<file path="src/rtl/pipe_stage_skid.sv">
// Elastic pipeline-stage register for the RV32I core: control field plus N data words,
// valid/ready handshake, flush, optional 2-entry skid buffer and a saturating stall counter.
module pipe_stage_skid #(
  parameter int DATA_W = 32,
  parameter int N_DATA = 3,
  parameter int CTRL_W = 8,
  parameter int SKID   = 1,
  parameter int STAT_W = 16
) (
  input  logic                       clk,
  input  logic                       rst,
  input  logic                       flush,
  input  logic                       in_valid,
  output logic                       in_ready,
  input  logic [CTRL_W-1:0]          in_ctrl,
  input  logic [N_DATA*DATA_W-1:0]   in_data,
  output logic                       out_valid,
  input  logic                       out_ready,
  output logic [CTRL_W-1:0]          out_ctrl,
  output logic [N_DATA*DATA_W-1:0]   out_data,
  output logic [STAT_W-1:0]          stall_cnt
);

  localparam int DW = N_DATA * DATA_W;

  // Occupancy: EMPTY = 0 entries, FULL = head only, SKID = head + skid entry.
  typedef enum logic [1:0] {
    ST_EMPTY = 2'd0,
    ST_FULL  = 2'd1,
    ST_SKID  = 2'd2
  } state_t;

  state_t              state_q, state_d;
  logic [CTRL_W-1:0]   head_ctrl_q, head_ctrl_d;
  logic [DW-1:0]       head_data_q, head_data_d;
  logic [CTRL_W-1:0]   skid_ctrl_q, skid_ctrl_d;
  logic [DW-1:0]       skid_data_q, skid_data_d;
  logic [STAT_W-1:0]   stall_q, stall_d;
  logic                base_ready;
  logic                in_xfer;
  logic                out_xfer;

  function automatic logic [STAT_W-1:0] sat_inc(input logic [STAT_W-1:0] v);
    return (&v) ? v : v + STAT_W'(1);
  endfunction

  always_comb begin
    out_valid = (state_q != ST_EMPTY);
    if (SKID != 0) begin
      // Ready depends only on the registered state; no path from out_ready.
      base_ready = (state_q != ST_SKID);
    end else begin
      base_ready = out_ready | ~out_valid;
    end
    // During flush the stage swallows whatever is presented so upstream can move on.
    in_ready  = ~rst & (flush | base_ready);
    in_xfer   = in_valid & in_ready;
    out_xfer  = out_valid & out_ready;
    out_ctrl  = head_ctrl_q & {CTRL_W{out_valid}};
    out_data  = head_data_q;
    stall_cnt = stall_q;
  end

  always_comb begin
    state_d     = state_q;
    head_ctrl_d = head_ctrl_q;
    head_data_d = head_data_q;
    skid_ctrl_d = skid_ctrl_q;
    skid_data_d = skid_data_q;
    stall_d     = stall_q;

    if (out_valid & ~out_ready & ~flush) begin
      stall_d = sat_inc(stall_q);
    end

    if (flush) begin
      state_d = ST_EMPTY;
    end else begin
      unique case (state_q)
        ST_EMPTY: begin
          if (in_xfer) begin
            state_d     = ST_FULL;
            head_ctrl_d = in_ctrl;
            head_data_d = in_data;
          end
        end
        ST_FULL: begin
          if (in_xfer && out_xfer) begin
            head_ctrl_d = in_ctrl;
            head_data_d = in_data;
          end else if (in_xfer) begin
            if (SKID != 0) begin
              state_d     = ST_SKID;
              skid_ctrl_d = in_ctrl;
              skid_data_d = in_data;
            end else begin
              head_ctrl_d = in_ctrl;
              head_data_d = in_data;
            end
          end else if (out_xfer) begin
            state_d = ST_EMPTY;
          end
        end
        ST_SKID: begin
          if (out_xfer) begin
            state_d     = ST_FULL;
            head_ctrl_d = skid_ctrl_q;
            head_data_d = skid_data_q;
          end
        end
        default: state_d = ST_EMPTY;
      endcase
    end
  end

  // Stage register boundary
  always_ff @(posedge clk) begin
    if (rst) begin
      state_q     <= ST_EMPTY;
      head_ctrl_q <= '0;
      head_data_q <= '0;
      skid_ctrl_q <= '0;
      skid_data_q <= '0;
      stall_q     <= '0;
    end else begin
      state_q     <= state_d;
      head_ctrl_q <= head_ctrl_d;
      head_data_q <= head_data_d;
      skid_ctrl_q <= skid_ctrl_d;
      skid_data_q <= skid_data_d;
      stall_q     <= stall_d;
    end
  end

endmodule

</file>
<file path="config.mk">
export PLATFORM = sky130hd
export DESIGN_NAME = pipe_stage_skid
export DESIGN_NICKNAME = d
export VERILOG_FILES = /design/src/rtl/pipe_stage_skid.sv
export SDC_FILE = /design/constraint.sdc
export NUM_CORES = 1
export LEC_CHECK = 0
export BUFFER_PORTS_ARGS = -buffer_cell sky130_fd_sc_hd__buf_2
export CAP_MARGIN = 20
export CORE_MARGIN = 8
export CORE_UTILIZATION = 45
export DETAILED_ROUTE_END_ITERATION = 10
export HOLD_SLACK_MARGIN = 0.05
export PLACE_DENSITY = 0.68
export SETUP_SLACK_MARGIN = 0.3
export SLEW_MARGIN = 10
export SYNTH_ARGS = -nofsm -noshare
export SYNTH_HDL_FRONTEND = slang
export SYNTH_SLANG_ARGS = --single-unit
</file>
<file path="constraint.sdc">
create_clock -name clk -period 1.8 [get_ports clk]
set_input_delay 0.18 -clock clk [delete_from_list [all_inputs] [get_ports clk]]
set_output_delay 0.18 -clock clk [all_outputs]
set_load 0.02 [all_outputs]
</file>
==> metrics.md <==
| Metric | Value |
|---|---|
| Synthesized Nets | `1298` |
| Final hold violation count | `0` |
| Final Cycle Share | `1.00` |
| CTS buffer count | `26` |
| CTS Buffer Depth | `3` |
| Max Transition Viols Final | `0` |
| Largest net degree at the start of global routing | `between 200 and 250` |
| Placed cell count | `~1600` |
| Core area | `0.0224 mm²` |
| Critical path origin | `state_q[1]$_SDFFE_PP0P_` |
| IR drop worst, VDD | `0.000653 V` |
| Crit path max fanout | `12` |
| Layout cell share with drive strength beyond 1 | `0.374` |
| Crit Path Category | `reg -> reg` |
| Clk_skew | `12.2 ps` |
| Final critical-path required period | `1800 ps` |
| Area Overhead vs Synth | `60.8%` |
| RSZ-0062 raised after global routing | `yes` |
| Floorplan row count | `55` |
| Vias in the first global route | `10585` |
| Max_slew headroom | `0.470` |
| DR vias | `between 10000 and 15000` |
| Worst r2r dst | `skid_data_q[6]$_SDFFE_PP0P_` |
| Static Leak | `0.00734 µW` |
| Max Cap Viol | `0` |
| Clk_lat worst skew | `530 ps` |
| Remaining global-route overflow | `0` |
| Cells after synthesis | `about 1200` |
| Reg2reg setup slack | `-0.005 ps` |
| Yosys warns | `0` |
| Critical Path RT | `2190 ps` |
| Worst setup path end | `skid_data_q[6]$_SDFFE_PP0P_` |
| Antenna violations before repair | `2` |
| Initial Utilization | `0.455` |
| CTS Sinks | `226` |
| DR iter-0 viols | `1026` |
| Highest Clock Rate | `0.556 GHz` |
| Synth Cell Area | `0.0102 mm²` |
| Sequential share of the synthesized area | `0.443` |
| Run status | `finished, violations left` |
| R2R Path Start | `state_q[1]$_SDFFE_PP0P_` |
| Input/output buffers | `230` |
| Area leader, netlist | `dfxtp_1` |
| End-of-flow core utilization | `0.731` |
| Worst-Margin Slew | `795 ps` |
| Die X-Extent | `167 µm` |
| H-tree depth | `1` |
| Unique masters post-synth | `40` |
| Hold_ws | `130 ps` |
| Die area | `~0.028 mm²` |
| R2R depth | `7` |
| Top cell type's share of synthesized area | `0.443` |
| All-Layer GR Usage | `0.252` |
| Synth area leaders | `dfxtp_1, mux2i_1, o41ai_1` |
| CTS tree | `built` |
| Setup ws final | `-0.00511 ps` |
| CP arrival | `2190 ps` |
| Pre-Repair DR Iteration Count | `6` |
| Routed wire length | `39600 µm` |
| Clk slew on worst S/H paths | `60 ps` |
| Synth Register Bits | `226` |
| Average wire per cell in the routed design | `21.6 µm` |
| Finish-stage setup viols | `1` |
| CP endpoint kind | `register` |
| Failing checks | `setup timing` |
| Final std cells w/o fill | `1837` |
| IO Count | `231` |
| Clock root cell | `clkbuf_16` |
| # DRC | `0` |
| Hold WC Path Type | `in -> reg` |
| Hpwl dp | `16700 µm` |
| Placer congestion estimate | `0.805` |
| Vias per cell | `5.81` |
| Final setup TNS | `-0.00511 ps` |
| Power Density | `748 mW/mm²` |
| First-pass GRT wire length | `57700 µm` |
| Crit path launch type | `register` |
| Detail Route Antenna Nets | `0` |
| Mean post-synth cell area | `about 8.6 µm²` |
| Nets@finish | `~1600` |
| Die Ht | `167 µm` |
[logic make-up after synthesis]
family | after synthesis | synth area share
buf+inv | 127 | 0.0564
flops | 226 | 0.443
compound gates | 344 | 0.212
mux | 108 | 0.106
fa+ha+maj | 1 | 0.00123
simple gates | 382 | 0.181
[flip-flops by register name, indices dropped and copies added (netlist names)]
name	cells
stall_cnt	16
skid_ctrl_q	8
out_data	96
head_ctrl_q	8
state_q	2
skid_data_q	96
[cell type report]
cell class | count | area (µm²)
multi-input combinational | 835 | 6340
fill | 1485 | 6020
sequential | 226 | 4560
timing repair buffer | 438 | 4290
clock buffer | 37 | 764
tap | 285 | 357
clock inverter | 10 | 77.6
inverter | 4 | 15.0
antenna | 2 | 5.00
[worst min-delay path by stage]
| stage | start | endpoint | cells past startpoint |
|---|---|---|---|
| 2_1_floorplan | out_ready | state_q[1]$_SDFFE_PP0P_ | 1 |
| 3_3_place_gp | flush | state_q[0]$_SDFFE_PP0P_ | 2 |
| 3_5_place_dp | flush | state_q[0]$_SDFFE_PP0P_ | 2 |
| 4_1_cts | out_ready | state_q[0]$_SDFFE_PP0P_ | 5 |
| 5_1_grt | out_ready | state_q[0]$_SDFFE_PP0P_ | 5 |
| 6_report | out_ready | state_q[0]$_SDFFE_PP0P_ | 5 |
[critical path, stage by stage, from the launching register on]
cell and delay, ps:
dfxtp_2 330, buf_6 120, nand2b_4 150, or4_4 550, buf_12 170, clkbuf_16 180, nand2_1 90, a21oi_1 60
[metrics by stage]
step | setup slack [ps] | area, µm² | total power [µW]
2_1_floorplan | 236 | 10300 | 5800
3_3_place_gp | 178 | 11600 | 6160
3_5_place_dp | 141 | 11600 | 6170
4_1_cts | 53.8 | 15500 | 12100
5_1_grt | -75.0 | 16400 | 12600
6_report | -0.00511 | 16400 | 12300
[cell usage in the layout, fill, tap and decap left out, drive strengths merged, types with 5 or more instances in the layout]
cell type and count:
a21oi 114, and2 9, buf 324, clkbuf 44, clkinv 7, dfxtp 226
dlygate4sd3 107, inv 6, mux2i 104, nand2 215, nand3 8, nor2 11
nor2b 109, o21ai 108, o41ai 105, or4 5
[synth_stat cells, drive strengths merged]
master / number
nor4: 4
nand3: 8
a211oi: 3
mux2i: 104
and3b: 2
and4: 3
or3: 2
mux2: 4
a41oi: 2
nor3: 2
nor2: 11
dfxtp: 226
clkbuf: 81
ha: 1
or2: 2
a31oi: 3
inv: 4
a311oi: 3
o41ai: 105
or4: 5
buf: 42
nand2: 215
o21a: 1
nor2b: 109
a21oi: 114
o31ai: 4
nand2b: 3
o21ai: 108
nand4: 4
and3: 3
and2: 9
a2111oi: 1
[repair_timing]
action / CTS / global route
buffers inserted: 33 / 6
endpoints found under the hold margin: 201 / 0
setup endpoints to repair: 230 / 233
hold buffers: 107 / 0
resized for setup: 258 / 125
pin swaps: 37 / 38
gates cloned: 33 / 8
[report_power, final]
part           internal, µW  leakage, µW  switching, µW
Combinational           864      0.00508            985
Clock                  3090     0.000424           2180
Sequential             5090      0.00184           54.4
Total                  9050      0.00734           3220
[metal layers]
metal	part of all wire	wire (µm)	track usage
met2	0.48	19100	0.429
met5	0	0	0
met4	0.039	1550	0.0928
met3	0.067	2670	0.0513
met1	0.41	16300	0.311
(Power assumes the default switching activity.)
